**src/rtl/axi_lite_arbiter_2to1_if.sv**
```systemverilog
// AXI4-Lite channel bundle shared by the arbiter's two upstream masters and its downstream slave.
// Every channel transfers on a rising aclk where valid & ready; valid never waits on ready and, once high, holds with stable payload until that transfer.
interface axi_lite_if #(
  parameter int AW = 32,
  parameter int DW = 32
);
  logic [AW-1:0]   awaddr;
  logic            awvalid;
  logic            awready;
  logic [DW-1:0]   wdata;
  logic [DW/8-1:0] wstrb;
  logic            wvalid;
  logic            wready;
  logic [1:0]      bresp;
  logic            bvalid;
  logic            bready;
  logic [AW-1:0]   araddr;
  logic            arvalid;
  logic            arready;
  logic [DW-1:0]   rdata;
  logic [1:0]      rresp;
  logic            rvalid;
  logic            rready;

  modport master (
    output awaddr, awvalid, wdata, wstrb, wvalid, bready, araddr, arvalid, rready,
    input  awready, wready, bresp, bvalid, arready, rdata, rresp, rvalid
  );

  modport slave (
    input  awaddr, awvalid, wdata, wstrb, wvalid, bready, araddr, arvalid, rready,
    output awready, wready, bresp, bvalid, arready, rdata, rresp, rvalid
  );
endinterface

```
**src/rtl/axi_lite_arbiter_2to1.sv**
```systemverilog
// Two-to-one AXI4-Lite arbiter: one transaction in flight, the granted master is locked onto
// m_axi until its R or B handshake, and every other upstream output is held quiet meanwhile.
module axi_lite_arbiter_2to1 #(
  parameter bit RR_EN    = 1'b1,
  parameter bit RD_FIRST = 1'b1
) (
  input  logic         aclk,
  input  logic         areset_n,
  axi_lite_if.slave    s0_axi,
  axi_lite_if.slave    s1_axi,
  axi_lite_if.master   m_axi,
  output logic         owner_o,
  output logic         busy_o,
  output logic [1:0]   state_o
);
  typedef enum logic [1:0] {IDLE = 2'd0, RD = 2'd1, WR = 2'd2} state_e;

  state_e state_q, state_d;
  logic   owner_q, owner_d;
  // rr_q is the side that wins the next tie; it always points away from the latest winner.
  logic   rr_q, rr_d;
  logic   win;
  logic   pick_rd;
  logic   fwd_rd, fwd_wr;
  logic [1:0] req_ar, req_aw, req;

  assign req_ar = {s1_axi.arvalid, s0_axi.arvalid};
  assign req_aw = {s1_axi.awvalid, s0_axi.awvalid};
  assign req    = req_ar | req_aw;

  always_ff @(posedge aclk) begin
    if (!areset_n) begin
      state_q <= IDLE;
      owner_q <= 1'b0;
      rr_q    <= 1'b0;
    end else begin
      state_q <= state_d;
      owner_q <= owner_d;
      rr_q    <= rr_d;
    end
  end

  always_comb begin
    state_d = state_q;
    owner_d = owner_q;
    rr_d    = rr_q;
    win     = 1'b0;
    pick_rd = 1'b0;
    unique case (state_q)
      IDLE: begin
        if (req != 2'b00) begin
          if (req == 2'b11) win = RR_EN ? rr_q : 1'b0;
          else              win = req[1];
          pick_rd = req_ar[win] & (~req_aw[win] | RD_FIRST);
          state_d = pick_rd ? RD : WR;
          owner_d = win;
          rr_d    = ~win;
        end
      end
      RD:      if (m_axi.rvalid && m_axi.rready) state_d = IDLE;
      WR:      if (m_axi.bvalid && m_axi.bready) state_d = IDLE;
      default: state_d = IDLE;
    endcase
  end

  // Gating on areset_n keeps every handshake quiet in the reset cycle itself, not just after it.
  assign fwd_rd = areset_n && (state_q == RD);
  assign fwd_wr = areset_n && (state_q == WR);

  always_comb begin
    m_axi.araddr   = '0;
    m_axi.arvalid  = 1'b0;
    m_axi.rready   = 1'b0;
    m_axi.awaddr   = '0;
    m_axi.awvalid  = 1'b0;
    m_axi.wdata    = '0;
    m_axi.wstrb    = '0;
    m_axi.wvalid   = 1'b0;
    m_axi.bready   = 1'b0;
    s0_axi.arready = 1'b0;
    s0_axi.rdata   = '0;
    s0_axi.rresp   = 2'b00;
    s0_axi.rvalid  = 1'b0;
    s0_axi.awready = 1'b0;
    s0_axi.wready  = 1'b0;
    s0_axi.bresp   = 2'b00;
    s0_axi.bvalid  = 1'b0;
    s1_axi.arready = 1'b0;
    s1_axi.rdata   = '0;
    s1_axi.rresp   = 2'b00;
    s1_axi.rvalid  = 1'b0;
    s1_axi.awready = 1'b0;
    s1_axi.wready  = 1'b0;
    s1_axi.bresp   = 2'b00;
    s1_axi.bvalid  = 1'b0;
    if (fwd_rd) begin
      m_axi.araddr  = owner_q ? s1_axi.araddr  : s0_axi.araddr;
      m_axi.arvalid = owner_q ? s1_axi.arvalid : s0_axi.arvalid;
      m_axi.rready  = owner_q ? s1_axi.rready  : s0_axi.rready;
      if (owner_q) begin
        s1_axi.arready = m_axi.arready;
        s1_axi.rdata   = m_axi.rdata;
        s1_axi.rresp   = m_axi.rresp;
        s1_axi.rvalid  = m_axi.rvalid;
      end else begin
        s0_axi.arready = m_axi.arready;
        s0_axi.rdata   = m_axi.rdata;
        s0_axi.rresp   = m_axi.rresp;
        s0_axi.rvalid  = m_axi.rvalid;
      end
    end
    if (fwd_wr) begin
      m_axi.awaddr  = owner_q ? s1_axi.awaddr  : s0_axi.awaddr;
      m_axi.awvalid = owner_q ? s1_axi.awvalid : s0_axi.awvalid;
      m_axi.wdata   = owner_q ? s1_axi.wdata   : s0_axi.wdata;
      m_axi.wstrb   = owner_q ? s1_axi.wstrb   : s0_axi.wstrb;
      m_axi.wvalid  = owner_q ? s1_axi.wvalid  : s0_axi.wvalid;
      m_axi.bready  = owner_q ? s1_axi.bready  : s0_axi.bready;
      if (owner_q) begin
        s1_axi.awready = m_axi.awready;
        s1_axi.wready  = m_axi.wready;
        s1_axi.bresp   = m_axi.bresp;
        s1_axi.bvalid  = m_axi.bvalid;
      end else begin
        s0_axi.awready = m_axi.awready;
        s0_axi.wready  = m_axi.wready;
        s0_axi.bresp   = m_axi.bresp;
        s0_axi.bvalid  = m_axi.bvalid;
      end
    end
  end

  assign owner_o = owner_q;
  assign busy_o  = (state_q != IDLE);
  assign state_o = state_q;
endmodule
```
**src/flat_wrapper.sv**
```systemverilog
// flat-port wrapper written by rule: the top's interface ports become plain ports
module axi_lite_arbiter_2to1_flat 
#(
  parameter bit RR_EN    = 1'b1,
  parameter bit RD_FIRST = 1'b1
)
  (aclk, areset_n, owner_o, busy_o, state_o, s0_axi_awaddr, s0_axi_awvalid, s0_axi_wdata, s0_axi_wstrb, s0_axi_wvalid, s0_axi_bready, s0_axi_araddr, s0_axi_arvalid, s0_axi_rready, s0_axi_awready, s0_axi_wready, s0_axi_bresp, s0_axi_bvalid, s0_axi_arready, s0_axi_rdata, s0_axi_rresp, s0_axi_rvalid, s1_axi_awaddr, s1_axi_awvalid, s1_axi_wdata, s1_axi_wstrb, s1_axi_wvalid, s1_axi_bready, s1_axi_araddr, s1_axi_arvalid, s1_axi_rready, s1_axi_awready, s1_axi_wready, s1_axi_bresp, s1_axi_bvalid, s1_axi_arready, s1_axi_rdata, s1_axi_rresp, s1_axi_rvalid, m_axi_awaddr, m_axi_awvalid, m_axi_wdata, m_axi_wstrb, m_axi_wvalid, m_axi_bready, m_axi_araddr, m_axi_arvalid, m_axi_rready, m_axi_awready, m_axi_wready, m_axi_bresp, m_axi_bvalid, m_axi_arready, m_axi_rdata, m_axi_rresp, m_axi_rvalid);
  axi_lite_if s0_axi_i ();
  axi_lite_if s1_axi_i ();
  axi_lite_if m_axi_i ();
  input  logic aclk;
  input  logic areset_n;
  output logic owner_o;
  output logic busy_o;
  output logic [1:0] state_o;
  input wire logic [$bits(s0_axi_i.awaddr)-1:0] s0_axi_awaddr;
  input wire logic [$bits(s0_axi_i.awvalid)-1:0] s0_axi_awvalid;
  input wire logic [$bits(s0_axi_i.wdata)-1:0] s0_axi_wdata;
  input wire logic [$bits(s0_axi_i.wstrb)-1:0] s0_axi_wstrb;
  input wire logic [$bits(s0_axi_i.wvalid)-1:0] s0_axi_wvalid;
  input wire logic [$bits(s0_axi_i.bready)-1:0] s0_axi_bready;
  input wire logic [$bits(s0_axi_i.araddr)-1:0] s0_axi_araddr;
  input wire logic [$bits(s0_axi_i.arvalid)-1:0] s0_axi_arvalid;
  input wire logic [$bits(s0_axi_i.rready)-1:0] s0_axi_rready;
  output wire logic [$bits(s0_axi_i.awready)-1:0] s0_axi_awready;
  output wire logic [$bits(s0_axi_i.wready)-1:0] s0_axi_wready;
  output wire logic [$bits(s0_axi_i.bresp)-1:0] s0_axi_bresp;
  output wire logic [$bits(s0_axi_i.bvalid)-1:0] s0_axi_bvalid;
  output wire logic [$bits(s0_axi_i.arready)-1:0] s0_axi_arready;
  output wire logic [$bits(s0_axi_i.rdata)-1:0] s0_axi_rdata;
  output wire logic [$bits(s0_axi_i.rresp)-1:0] s0_axi_rresp;
  output wire logic [$bits(s0_axi_i.rvalid)-1:0] s0_axi_rvalid;
  input wire logic [$bits(s1_axi_i.awaddr)-1:0] s1_axi_awaddr;
  input wire logic [$bits(s1_axi_i.awvalid)-1:0] s1_axi_awvalid;
  input wire logic [$bits(s1_axi_i.wdata)-1:0] s1_axi_wdata;
  input wire logic [$bits(s1_axi_i.wstrb)-1:0] s1_axi_wstrb;
  input wire logic [$bits(s1_axi_i.wvalid)-1:0] s1_axi_wvalid;
  input wire logic [$bits(s1_axi_i.bready)-1:0] s1_axi_bready;
  input wire logic [$bits(s1_axi_i.araddr)-1:0] s1_axi_araddr;
  input wire logic [$bits(s1_axi_i.arvalid)-1:0] s1_axi_arvalid;
  input wire logic [$bits(s1_axi_i.rready)-1:0] s1_axi_rready;
  output wire logic [$bits(s1_axi_i.awready)-1:0] s1_axi_awready;
  output wire logic [$bits(s1_axi_i.wready)-1:0] s1_axi_wready;
  output wire logic [$bits(s1_axi_i.bresp)-1:0] s1_axi_bresp;
  output wire logic [$bits(s1_axi_i.bvalid)-1:0] s1_axi_bvalid;
  output wire logic [$bits(s1_axi_i.arready)-1:0] s1_axi_arready;
  output wire logic [$bits(s1_axi_i.rdata)-1:0] s1_axi_rdata;
  output wire logic [$bits(s1_axi_i.rresp)-1:0] s1_axi_rresp;
  output wire logic [$bits(s1_axi_i.rvalid)-1:0] s1_axi_rvalid;
  output wire logic [$bits(m_axi_i.awaddr)-1:0] m_axi_awaddr;
  output wire logic [$bits(m_axi_i.awvalid)-1:0] m_axi_awvalid;
  output wire logic [$bits(m_axi_i.wdata)-1:0] m_axi_wdata;
  output wire logic [$bits(m_axi_i.wstrb)-1:0] m_axi_wstrb;
  output wire logic [$bits(m_axi_i.wvalid)-1:0] m_axi_wvalid;
  output wire logic [$bits(m_axi_i.bready)-1:0] m_axi_bready;
  output wire logic [$bits(m_axi_i.araddr)-1:0] m_axi_araddr;
  output wire logic [$bits(m_axi_i.arvalid)-1:0] m_axi_arvalid;
  output wire logic [$bits(m_axi_i.rready)-1:0] m_axi_rready;
  input wire logic [$bits(m_axi_i.awready)-1:0] m_axi_awready;
  input wire logic [$bits(m_axi_i.wready)-1:0] m_axi_wready;
  input wire logic [$bits(m_axi_i.bresp)-1:0] m_axi_bresp;
  input wire logic [$bits(m_axi_i.bvalid)-1:0] m_axi_bvalid;
  input wire logic [$bits(m_axi_i.arready)-1:0] m_axi_arready;
  input wire logic [$bits(m_axi_i.rdata)-1:0] m_axi_rdata;
  input wire logic [$bits(m_axi_i.rresp)-1:0] m_axi_rresp;
  input wire logic [$bits(m_axi_i.rvalid)-1:0] m_axi_rvalid;
  assign s0_axi_i.awaddr = s0_axi_awaddr;
  assign s0_axi_i.awvalid = s0_axi_awvalid;
  assign s0_axi_i.wdata = s0_axi_wdata;
  assign s0_axi_i.wstrb = s0_axi_wstrb;
  assign s0_axi_i.wvalid = s0_axi_wvalid;
  assign s0_axi_i.bready = s0_axi_bready;
  assign s0_axi_i.araddr = s0_axi_araddr;
  assign s0_axi_i.arvalid = s0_axi_arvalid;
  assign s0_axi_i.rready = s0_axi_rready;
  assign s0_axi_awready = s0_axi_i.awready;
  assign s0_axi_wready = s0_axi_i.wready;
  assign s0_axi_bresp = s0_axi_i.bresp;
  assign s0_axi_bvalid = s0_axi_i.bvalid;
  assign s0_axi_arready = s0_axi_i.arready;
  assign s0_axi_rdata = s0_axi_i.rdata;
  assign s0_axi_rresp = s0_axi_i.rresp;
  assign s0_axi_rvalid = s0_axi_i.rvalid;
  assign s1_axi_i.awaddr = s1_axi_awaddr;
  assign s1_axi_i.awvalid = s1_axi_awvalid;
  assign s1_axi_i.wdata = s1_axi_wdata;
  assign s1_axi_i.wstrb = s1_axi_wstrb;
  assign s1_axi_i.wvalid = s1_axi_wvalid;
  assign s1_axi_i.bready = s1_axi_bready;
  assign s1_axi_i.araddr = s1_axi_araddr;
  assign s1_axi_i.arvalid = s1_axi_arvalid;
  assign s1_axi_i.rready = s1_axi_rready;
  assign s1_axi_awready = s1_axi_i.awready;
  assign s1_axi_wready = s1_axi_i.wready;
  assign s1_axi_bresp = s1_axi_i.bresp;
  assign s1_axi_bvalid = s1_axi_i.bvalid;
  assign s1_axi_arready = s1_axi_i.arready;
  assign s1_axi_rdata = s1_axi_i.rdata;
  assign s1_axi_rresp = s1_axi_i.rresp;
  assign s1_axi_rvalid = s1_axi_i.rvalid;
  assign m_axi_awaddr = m_axi_i.awaddr;
  assign m_axi_awvalid = m_axi_i.awvalid;
  assign m_axi_wdata = m_axi_i.wdata;
  assign m_axi_wstrb = m_axi_i.wstrb;
  assign m_axi_wvalid = m_axi_i.wvalid;
  assign m_axi_bready = m_axi_i.bready;
  assign m_axi_araddr = m_axi_i.araddr;
  assign m_axi_arvalid = m_axi_i.arvalid;
  assign m_axi_rready = m_axi_i.rready;
  assign m_axi_i.awready = m_axi_awready;
  assign m_axi_i.wready = m_axi_wready;
  assign m_axi_i.bresp = m_axi_bresp;
  assign m_axi_i.bvalid = m_axi_bvalid;
  assign m_axi_i.arready = m_axi_arready;
  assign m_axi_i.rdata = m_axi_rdata;
  assign m_axi_i.rresp = m_axi_rresp;
  assign m_axi_i.rvalid = m_axi_rvalid;
  axi_lite_arbiter_2to1 #(.RR_EN(RR_EN), .RD_FIRST(RD_FIRST)) u_core (.aclk(aclk), .areset_n(areset_n), .s0_axi(s0_axi_i), .s1_axi(s1_axi_i), .m_axi(m_axi_i), .owner_o(owner_o), .busy_o(busy_o), .state_o(state_o));
endmodule
```
**config.mk**
```make
export PLATFORM = sky130hd
export DESIGN_NAME = axi_lite_arbiter_2to1_flat
export DESIGN_NICKNAME = d
export VERILOG_FILES = /design/src/rtl/axi_lite_arbiter_2to1_if.sv /design/src/rtl/axi_lite_arbiter_2to1.sv /design/src/flat_wrapper.sv
export SDC_FILE = /design/constraint.sdc
export NUM_CORES = 1
export LEC_CHECK = 0
export ABC_AREA = 1
export BUFFER_PORTS_ARGS = -buffer_cell sky130_fd_sc_hd__buf_2
export CAP_MARGIN = 40
export CORE_AREA = 2 2 175 177
export CTS_CLUSTER_SIZE = 20
export DETAILED_ROUTE_END_ITERATION = 16
export DIE_AREA = 0 0 177 179
export SLEW_MARGIN = 20
export SYNTH_ARGS = -nofsm -noshare
export SYNTH_HDL_FRONTEND = slang
export SYNTH_SLANG_ARGS = --single-unit
export TNS_END_PERCENT = 10
```
**constraint.sdc**
```tcl
create_clock -name aclk -period 2.99 [get_ports aclk]
set_clock_uncertainty 0.1 [all_clocks]
set_input_delay 0.1495 -clock aclk [delete_from_list [all_inputs] [get_ports aclk]]
set_output_delay 0.1495 -clock aclk [all_outputs]
set_load 0.005 [all_outputs]
```
==> metrics <==
Area growth, synth to finish=115%; largest area contributor in the netlist=nand2_1; GR peak layer=met2; top-area cell type share of the netlist area=a little over a third; antenna cells=0; FF-to-FF path depth=6; Post-synth EDFFs=0; Root Buffer=clkbuf_16; Routed Antenna Nets=0; hold buffers post-CTS=0; CTS resizes=0; vias=about 4.8k; maximum fanout along the worst path=46; area share of fa/ha/maj cells after synthesis=0%; met2 usage=~15%; Final setup viols=0; Yosys Warn Count=0; CP Launch Type=flip-flop; hold-critical path depth=3; Rows=between 60 and 70; Setup TNS=0 ns; reg-to-reg critical path startpoint=u_core.owner_o; Clock Latency Late Sink=about 0.22 ns; die area=roughly 0.032 mm^2; met3 track demand over resource=0.827%; Post-CTS Setup Repair Bufs=0; fin crit period=approximately 2.2 ns; cell count along the critical path=7; critical path launch point=u_core.state_o[1]; main area contributors after synthesis=nand2_1 36%, a21oi_1 23%, nor2_1 14%; first-pass GRT wire length=between 20 and 25 mm; Top delay family on crit path=buffers and inverters; Max Slew Vio Count=0; most common cell in the netlist=nand2_1; Post-synth top flop=dfxtp_1; overall routed net length=~15 mm; XOR/XNOR share of the synthesized area=0%; relative slew slack=61.3%; crit path DAT=slightly below 2 ns; Hold Path Class=input port to flip-flop; # DRC=0; number of CTS-inserted buffers=3; CP max stage delay=roughly 0.40 ns; flop2flop setup slack=~1.3 ns; First-pass DRT Iterations=6; Total GRT Usage=7.97%; PwrDens=roughly 240 mW/mm^2; fmax=450 MHz; Total Power=0.00120 W; mapped cell area=approximately 0.0023 mm^2; worst vdd ir=between 200 and 250 uV; number of distinct library cells after synthesis=17; vias in the first global route=roughly 3.8k; crit path kind=flip-flop to output port; port bufs=roughly 440; Initial Util=7.70%; Max Buffers Root-to-Sink=2; RSZ-0062 raised after global routing=no; Worst-Margin Slew=about 0.58 ns; cell count after synthesis=approximately 520; CTS HTree Levels=1; number of max-cap violations=0; synthesized net count=a little under 800; Final Core Density=between 10% and 20%; Leak=roughly 3.3 nW; Data required, critical path=between 2 and 3 ns; crit end category=output port; final std cells w/o fill=between 1k and 1.5k; status=finished clean; Mean Syn Cell Area=between 4 and 5 um^2; # placed instances=1333; initial antenna violation count=0; CP cell instances=inv_1 -> nor3_4 -> inv_2 -> buf_12 -> buf_4 -> a21oi_1 -> buf_2; Worst Path Buf+Inv=5; ratio of cells with drive above 1 in the final layout=approximately half; Synth Register Bits=4; die height=between 150 and 200 um; largest family of logic cells by synthesized area=simple AND/OR/NAND/NOR gates; fin crit share=approximately three quarters; DR WL/cell=around 11 um; worst r2r dst=u_core.state_o[1]; Placeable Area=0.0300 mm^2; Async SR Flop Fraction=0%; Slowest-stage cell, CP=dfxtp_1; met1 GRT Util=about 10%; Nets=~1.2k; post-synthesis compound-gate area fraction=23.8%; Die X=between 150 and 200 um; Synth top cells by count=222 x nand2_1, 107 x a21oi_1, 86 x nor2_1; mux contribution to synthesized area=0%; Synth Area in Simple Gates=between 50% and 60%; via/cell ratio=3.58; register area share after synthesis=roughly 3.5%; clock sinks=4; final hold vios=0; Final HPWL DP=around 13 mm; largest net degree at the start of global routing=108; # IOs=approximately 440; clock slew seen by the registers of the worst setup and hold paths=0.03 ns; RD Place Congestion=between 0.8 and 0.9; Iter 0 DRT Violations=167; CTS tree=yes; Critical Path Sink=m_axi_bready; GRT overflow=0
[per-layer routing]
metal,up-vias,wire [um]
met5,-,0
met4,0,82
met3,4,1160
met2,265,7790
met1,2086,6150
li1,2437,-
[worst min-delay path by stage]
stage                   from           to  slack, ns
floorplan           areset_n  u_core.rr_q       0.17
global placement    areset_n  u_core.rr_q       0.31
detailed placement  areset_n  u_core.rr_q       0.30
CTS                 areset_n  u_core.rr_q       0.07
global route        areset_n  u_core.rr_q       0.11
finish              areset_n  u_core.rr_q       0.07
[metrics by stage]
step | hold slack (ns) | area (um^2) | setup slack (ns)
3_5_place_dp | 0.304 | 4900 | 0.959
3_3_place_gp | 0.308 | 4880 | 0.816
5_1_grt | 0.107 | 4980 | 0.558
4_1_cts | 0.0721 | 4980 | 0.725
2_1_floorplan | 0.174 | 2310 | 1.53
6_report | 0.0732 | 4980 | 0.766
[power by group]
part	leakage, nW	total [W]	internal [W]	switching (W)
Sequential	0.0339	0.0000779	0.0000662	0.0000118
Clock	0.0382	0.000214	0.000176	0.0000374
Combinational	3.22	0.000904	0.000367	0.000537
Total	3.29	0.00120	0.000609	0.000587
[final cells by class]
type / instances / area (um^2)
Multi-Input combinational cell: 428 / 1790
Inverter: 52 / 196
Fill cell: 3508 / 25100
Timing Repair Buffer: 453 / 2330
Clock buffer: 4 / 78.8
Tap cell: 396 / 495
Sequential cell: 4 / 83.8
[state kept, by name, summed over array words and instances, names as in the netlist]
name	count
u_core.owner_o	1
u_core.rr_q	1
u_core.state_o	2
[logic make-up (layout without fill, tap and decap cells)]
group           Yosys count  count (layout)
compound gates          110             110
buf+inv                  91             509
flops                     4               4
simple gates            318             318
[worst register-to-register path, stage by stage (launching register included)]
cell and delay, ns:
dfxtp_4 0.35, clkinv_2 0.39, nand2_1 0.30, nand2_1 0.17, nand3_1 0.12, nand2_1 0.05
a21oi_1 0.13
[cells in the final DEF, fill, tap and decap left out]
| cell type | n |
|---|---|
| buf_2 | 443 |
| nand2_1 | 222 |
| a21oi_1 | 107 |
| nor2_1 | 86 |
| inv_1 | 48 |
| buf_4 | 7 |
| nand3_1 | 5 |
| inv_2 | 3 |
| o21ai_0 | 3 |
| clkbuf_16 | 3 |
| buf_12 | 3 |
| dfxtp_1 | 3 |
| nor3_4 | 2 |
| nand2_4 | 2 |
| clkinv_2 | 1 |
| nand3b_1 | 1 |
| clkbuf_1 | 1 |
| dfxtp_4 | 1 |
Power figures use the tool's default switching activity.
